<file path="src/rtl/shreg_pkg.sv">
// Shared encodings for the universal shift register and its sequencer:
// command opcodes, register mode select values and sequencer states.
package shreg_pkg;

  localparam logic [2:0] OP_LOAD  = 3'd0;
  localparam logic [2:0] OP_SHL   = 3'd1;
  localparam logic [2:0] OP_SHR   = 3'd2;
  localparam logic [2:0] OP_ROTL  = 3'd3;
  localparam logic [2:0] OP_ROTR  = 3'd4;
  localparam logic [2:0] OP_CLEAR = 3'd5;

  typedef enum logic [1:0] {
    CTRL_HOLD = 2'b00,
    CTRL_SHL  = 2'b01,
    CTRL_LOAD = 2'b10,
    CTRL_SHR  = 2'b11
  } ctrl_e;

  typedef enum logic [1:0] {
    ST_IDLE = 2'd0,
    ST_RUN  = 2'd1,
    ST_DONE = 2'd2
  } state_e;

  // Opcodes 6 and 7 are reserved and rejected without touching the register.
  function automatic logic op_is_legal(input logic [2:0] op);
    return op <= OP_CLEAR;
  endfunction

  function automatic logic op_is_shift(input logic [2:0] op);
    return (op == OP_SHL) || (op == OP_SHR) || (op == OP_ROTL) || (op == OP_ROTR);
  endfunction

  // Register mode used while an operation is running.
  function automatic ctrl_e op_ctrl(input logic [2:0] op);
    ctrl_e c;
    case (op)
      OP_SHL, OP_ROTL:   c = CTRL_SHL;
      OP_SHR, OP_ROTR:   c = CTRL_SHR;
      OP_LOAD, OP_CLEAR: c = CTRL_LOAD;
      default:           c = CTRL_HOLD;
    endcase
    return c;
  endfunction

endpackage

</file>
<file path="src/rtl/shreg_sequencer_if.sv">
// Command handshake and status bundle between the host side and the sequencer.
interface shreg_sequencer_if #(
  parameter int WIDTH = 8,
  parameter int CNT_W = $clog2(WIDTH)
);
  logic             cmd_valid;
  logic             cmd_ready;
  logic [2:0]       cmd_op;
  logic [CNT_W-1:0] cmd_count;
  logic [WIDTH-1:0] cmd_data;
  logic             busy;
  logic             done;
  logic             err;

  modport master (
    output cmd_valid, cmd_op, cmd_count, cmd_data,
    input  cmd_ready, busy, done, err
  );

  modport slave (
    input  cmd_valid, cmd_op, cmd_count, cmd_data,
    output cmd_ready, busy, done, err
  );
endinterface

</file>
<file path="src/rtl/shreg_step_counter.sv">
// Loadable down-counter tracking the remaining RUN steps; saturates at zero.
module shreg_step_counter #(
  parameter int CNT_W = 3
) (
  input  logic             CLOCK,
  input  logic             RESET,
  input  logic             load,
  input  logic [CNT_W-1:0] load_val,
  input  logic             dec,
  output logic             zero
);

  logic [CNT_W-1:0] count_reg;

  // Load has priority over decrement; never wraps below zero.
  always_ff @(posedge CLOCK) begin
    if (RESET) begin
      count_reg <= '0;
    end else if (load) begin
      count_reg <= load_val;
    end else if (dec && (count_reg != '0)) begin
      count_reg <= count_reg - CNT_W'(1);
    end
  end

  assign zero = (count_reg == '0);

endmodule

</file>
<file path="src/rtl/shreg_sequencer.sv">
// Command-driven controller for the 8-bit universal shift register.
// Accepts one operation at a time, drives mode/serial/enable for the needed
// number of cycles, generates rotate feedback and pulses done at the end.
module shreg_sequencer
  import shreg_pkg::*;
#(
  parameter int WIDTH = 8,
  parameter int CNT_W = $clog2(WIDTH)
) (
  input  logic             CLOCK,
  input  logic             RESET,
  shreg_sequencer_if.slave cmd,
  input  logic             ser_in,
  input  logic [WIDTH-1:0] reg_q,
  output logic [1:0]       reg_ctrl,
  output logic             reg_sin,
  output logic [WIDTH-1:0] reg_d,
  output logic             reg_en,
  output logic             ser_out,
  output logic             ser_out_valid
);

  state_e           state_reg;
  logic [2:0]       op_reg;
  logic             ready_reg;
  logic             busy_reg;
  logic             done_reg;
  logic             err_reg;
  logic             en_reg;
  ctrl_e            ctrl_reg;
  logic [WIDTH-1:0] d_reg;
  logic             sov_reg;

  logic             accept;
  logic             cnt_zero;
  logic [CNT_W-1:0] cnt_load_val;

  // Only the end bits of the register feed rotate and ser_out.
  logic unused_q_bits;
  assign unused_q_bits = ^reg_q[WIDTH-2:1];

  // ready is only high in IDLE, so this is valid & ready.
  assign accept       = (state_reg == ST_IDLE) && cmd.cmd_valid;
  assign cnt_load_val = op_is_shift(cmd.cmd_op) ? cmd.cmd_count : '0;

  shreg_step_counter #(.CNT_W(CNT_W)) u_step_counter (
    .CLOCK    (CLOCK),
    .RESET    (RESET),
    .load     (accept),
    .load_val (cnt_load_val),
    .dec      (state_reg == ST_RUN),
    .zero     (cnt_zero)
  );

  // Sequencer FSM; outputs are registered alongside the state they belong to.
  always_ff @(posedge CLOCK) begin
    if (RESET) begin
      state_reg <= ST_IDLE;
      op_reg    <= '0;
      ready_reg <= 1'b1;
      busy_reg  <= 1'b0;
      done_reg  <= 1'b0;
      err_reg   <= 1'b0;
      en_reg    <= 1'b0;
      ctrl_reg  <= CTRL_HOLD;
      d_reg     <= '0;
      sov_reg   <= 1'b0;
    end else begin
      case (state_reg)
        ST_IDLE: begin
          if (accept) begin
            op_reg    <= cmd.cmd_op;
            ready_reg <= 1'b0;
            busy_reg  <= 1'b1;
            if (op_is_legal(cmd.cmd_op)) begin
              state_reg <= ST_RUN;
              en_reg    <= 1'b1;
              ctrl_reg  <= op_ctrl(cmd.cmd_op);
              d_reg     <= (cmd.cmd_op == OP_LOAD) ? cmd.cmd_data : '0;
              sov_reg   <= op_is_shift(cmd.cmd_op);
            end else begin
              state_reg <= ST_DONE;
              done_reg  <= 1'b1;
              err_reg   <= 1'b1;
            end
          end
        end
        ST_RUN: begin
          if (cnt_zero) begin
            state_reg <= ST_DONE;
            en_reg    <= 1'b0;
            ctrl_reg  <= CTRL_HOLD;
            d_reg     <= '0;
            sov_reg   <= 1'b0;
            done_reg  <= 1'b1;
            err_reg   <= 1'b0;
          end
        end
        ST_DONE: begin
          state_reg <= ST_IDLE;
          done_reg  <= 1'b0;
          err_reg   <= 1'b0;
          busy_reg  <= 1'b0;
          ready_reg <= 1'b1;
        end
        default: begin
          state_reg <= ST_IDLE;
          ready_reg <= 1'b1;
          busy_reg  <= 1'b0;
          done_reg  <= 1'b0;
          err_reg   <= 1'b0;
          en_reg    <= 1'b0;
          ctrl_reg  <= CTRL_HOLD;
          d_reg     <= '0;
          sov_reg   <= 1'b0;
        end
      endcase
    end
  end

  // Serial input and outgoing bit follow the live ser_in / reg_q during RUN.
  always_comb begin
    reg_sin = 1'b0;
    ser_out = 1'b0;
    if (state_reg == ST_RUN) begin
      case (op_reg)
        OP_SHL:  begin reg_sin = ser_in;         ser_out = reg_q[WIDTH-1]; end
        OP_SHR:  begin reg_sin = ser_in;         ser_out = reg_q[0];       end
        OP_ROTL: begin reg_sin = reg_q[WIDTH-1]; ser_out = reg_q[WIDTH-1]; end
        OP_ROTR: begin reg_sin = reg_q[0];       ser_out = reg_q[0];       end
        default: begin reg_sin = 1'b0;           ser_out = 1'b0;           end
      endcase
    end
  end

  assign cmd.cmd_ready = ready_reg;
  assign cmd.busy      = busy_reg;
  assign cmd.done      = done_reg;
  assign cmd.err       = err_reg;
  assign reg_en        = en_reg;
  assign reg_ctrl      = ctrl_reg;
  assign reg_d         = d_reg;
  assign ser_out_valid = sov_reg;

endmodule

</file>
<file path="src/flat_wrapper.sv">
// flat-port wrapper written by rule: the top's interface ports become plain ports
module shreg_sequencer_flat import shreg_pkg::*;
#(
  parameter int WIDTH = 8,
  parameter int CNT_W = $clog2(WIDTH)
)
  (CLOCK, RESET, ser_in, reg_q, reg_ctrl, reg_sin, reg_d, reg_en, ser_out, ser_out_valid, cmd_cmd_valid, cmd_cmd_op, cmd_cmd_count, cmd_cmd_data, cmd_cmd_ready, cmd_busy, cmd_done, cmd_err);
  shreg_sequencer_if #(.WIDTH(WIDTH), .CNT_W(CNT_W)) cmd_i ();
  input  logic CLOCK;
  input  logic RESET;
  input  logic ser_in;
  input  logic [WIDTH-1:0] reg_q;
  output logic [1:0] reg_ctrl;
  output logic reg_sin;
  output logic [WIDTH-1:0] reg_d;
  output logic reg_en;
  output logic ser_out;
  output logic ser_out_valid;
  input wire logic [$bits(cmd_i.cmd_valid)-1:0] cmd_cmd_valid;
  input wire logic [$bits(cmd_i.cmd_op)-1:0] cmd_cmd_op;
  input wire logic [$bits(cmd_i.cmd_count)-1:0] cmd_cmd_count;
  input wire logic [$bits(cmd_i.cmd_data)-1:0] cmd_cmd_data;
  output wire logic [$bits(cmd_i.cmd_ready)-1:0] cmd_cmd_ready;
  output wire logic [$bits(cmd_i.busy)-1:0] cmd_busy;
  output wire logic [$bits(cmd_i.done)-1:0] cmd_done;
  output wire logic [$bits(cmd_i.err)-1:0] cmd_err;
  assign cmd_i.cmd_valid = cmd_cmd_valid;
  assign cmd_i.cmd_op = cmd_cmd_op;
  assign cmd_i.cmd_count = cmd_cmd_count;
  assign cmd_i.cmd_data = cmd_cmd_data;
  assign cmd_cmd_ready = cmd_i.cmd_ready;
  assign cmd_busy = cmd_i.busy;
  assign cmd_done = cmd_i.done;
  assign cmd_err = cmd_i.err;
  shreg_sequencer #(.WIDTH(WIDTH), .CNT_W(CNT_W)) u_core (.CLOCK(CLOCK), .RESET(RESET), .cmd(cmd_i), .ser_in(ser_in), .reg_q(reg_q), .reg_ctrl(reg_ctrl), .reg_sin(reg_sin), .reg_d(reg_d), .reg_en(reg_en), .ser_out(ser_out), .ser_out_valid(ser_out_valid));
endmodule
</file>
<file path="config.mk">
export PLATFORM = sky130hd
export DESIGN_NAME = shreg_sequencer_flat
export DESIGN_NICKNAME = d
export VERILOG_FILES = /design/src/rtl/shreg_pkg.sv /design/src/rtl/shreg_sequencer_if.sv /design/src/rtl/shreg_step_counter.sv /design/src/rtl/shreg_sequencer.sv /design/src/flat_wrapper.sv
export SDC_FILE = /design/constraint.sdc
export NUM_CORES = 1
export LEC_CHECK = 0
export ABC_AREA = 1
export BUFFER_PORTS_ARGS = -buffer_cell sky130_fd_sc_hd__clkbuf_2
export CAP_MARGIN = 30
export CORE_MARGIN = 2
export CORE_UTILIZATION = 48
export DETAILED_ROUTE_END_ITERATION = 6
export PLACE_DENSITY = 0.78
export SYNTH_ARGS = -nofsm -noshare
export SYNTH_HDL_FRONTEND = slang
export SYNTH_SLANG_ARGS = --single-unit
</file>
<file path="constraint.sdc">
create_clock -name CLOCK -period 1.52 [get_ports CLOCK]
set_input_delay 0.152 -clock CLOCK [delete_from_list [all_inputs] [get_ports CLOCK]]
set_output_delay 0.152 -clock CLOCK [all_outputs]
set_load 0.02 [all_outputs]
</file>
==> reports/results.txt <==
design area: 1540 um2
Final TNS setup: 0 ps
Max H-tree Level: 1
post-placement cell area: 1460 um2
Slew headroom: 0.727
sequential share of the synthesized area: 0.395
post-synthesis cell count: 150
CTS Buffer Depth: 2
die area: 2950 um2
routed len/inst: 11.9 um
Worst IR Drop VDD: 0.000570 V
Placed Cells: 218
Tot Pwr: 1.54 mW
layout cells sized above 1: 0.458
main flop type after synthesis: dfxtp_1
crit path from: u_core.op_reg[2]
top-count cell post-synth: nand2_1
Chip Width: 54.3 um
drt pass-1 iters: 4
# diodes: 0
Worst path max stage delay: 360 ps
Post-Syn Area: 1220 um2
CTS root buffer: clkbuf_4
Post-synth EDFFs: 0
status: complete, no violations
Fmax: 695 MHz
Setup Viol. Count Final: 0
initial antenna violation count: 0
type of element capturing the critical path: output port
worst path cell trace: inv_2 -> nand3_2 -> o21ai_2 -> inv_1 -> a21oi_2 -> buf_4
CTS sink cnt: 24
Buf/Inv on CP: 3
post-route non-filler standard cell count: 222
clk slew on worst S/H paths: 130 ps
total CTS buffers: 3
Chip Height: 54.3 um
Area Growth Syn to Fin: 26.2%
WHS Path Cells: 3
first-pass GRT wire length: 4.06 mm
Reg2Reg Depth: 9
Worst EP arrival: 1290 ps
CTS tree: done
antenna viol nets, final: 0
half-perimeter wire length after placement: 2.05 mm
largest cells by area after synthesis: dfxtp_1, nand2_4, nand2_1
Setup CP Type: reg -> out
Port Buffers: 37
Final Slew Violations: 0
vias: 1114
Crit Reg-Reg Startpoint: u_core.u_step_counter.count_reg[0]
initial DRC count: 13
Syn Area/Cell: 8.11 um2
pin count of the biggest net entering global routing: 14
fillcell total: 225
Worst path depth: 6
vias in the first global route: 1047
fin crit period: 1440 ps
slowest CP cell: dfxtp_2
top cell type by total area after synthesis: dfxtp_1
post-synthesis net count: 178
clock latency on the worst-skew pair: 310 ps
core area: 2430 um2
asr flop ratio synth: 0
Yosys reg bits: 24
Worst path top cell family by delay: flip-flops
hold crit path type: in -> reg
crit path launch type: register
Static Leak: 0.774 nW
Hold Violations, Final: 0
gpl congestion: 0.819
worst min-delay path startpoint: cmd_cmd_data[3]
PD cells: 1000 nW/um2
Final period util: 0.946
area of the multi-input gates: 641 um2
Total GRT Usage: 0.190
Req. time, crit path: 1370 ps
storage element area: 484 um2
# DRC: 0
starting density of the core: 0.500
final WL: 2.64 mm
drt via density: 5.02
final setup skew: 2.62 ps
post-layout net count: 221
Post-synth top cells: nand2_1, dfxtp_1, inv_1, nand3_1, a21oi_1
top-area cell type share of the netlist area: 0.395
grt ovf: 0
Yosys cell types: 22
worst-path maximum fanout: 4
slew at the pin closest to its max-slew limit: 407 ps
Rows: 18
synth warn: 0
max reg flops: 8
Setup Buffers After CTS: 0
Max Cap Viol: 0
# IOs: 44
WHS: 84.8 ps
[where the power goes]
part,switching [mW],internal (mW)
combinational,0.288,0.185
clock,0.189,0.146
sequential,0.0419,0.685
total,0.519,1.02
[cells in the final DEF (no fill, tap or decap), types with 2 or more instances in the layout]
master    count
nand2_1      26
inv_2         7
nand3_4       2
nand2_2       3
inv_1        15
dfxtp_1      21
nand3_1      16
dfxtp_2       3
clkbuf_4      3
o21ai_0       5
clkbuf_2     35
a21oi_2      11
buf_12        2
a21oi_1      11
nand3_2       3
buf_4         3
nor2_1        5
nand2_4      10
[stage by stage]
step | util | worst slack [ps]
after floorplan | - | 109
after global placement | 0.602 | 87.4
after detailed placement | 0.602 | 50.2
after CTS | 0.618 | 16.0
after global routing | 0.631 | -9.50
final | 0.631 | 81.6
[cells by family (layout without fill, tap and decap cells)]
logic type,after synthesis,count (layout),synth area share
compound gates,30,30,0.156
fa+ha+maj,2,2,0.0206
buf+inv,26,68,0.0967
flops,24,24,0.395
simple gates,68,68,0.331
[path summary, 6_finish.rpt]
path,end,slack [ps]
min reg2reg,u_core.cmd.cmd_ready,460
max reg2reg,u_core.reg_d[0],100
max,reg_sin,80
min,u_core.reg_d[3],80
[per-layer routing]
| metal | vias up | GRT usage | wire, um |
|---|---|---|---|
| li1 | 568 | - | - |
| met1 | 512 | 0.213 | 1160 |
| met2 | 30 | 0.349 | 1350 |
| met3 | 4 | 0.0328 | 115 |
| met4 | 0 | 0.0792 | 23 |
| met5 | - | 0 | 0 |
[repair_timing]
action                                  CTS  global route
pin swaps                                 0             3
gates resized for setup                   3            16
hold buffers                              0             0
endpoints found under the setup margin    1            17
[worst reg2reg max path, delay by kind of cell (launching register included)]
kind,cells,cell delay [ps]
compound gates,1,100
buf+inv,3,270
fa+ha+maj,2,370
flops,1,350
simple gates,3,280
[layout make-up]
class                      instances  area share
clock buffer                       4      0.0236
inverter                          23      0.0570
multi-input combinational        100       0.417
sequential                        24       0.315
tap                               30      0.0244
timing repair buffer              41       0.162
No activity file was read; power rests on OpenSTA's default activity.
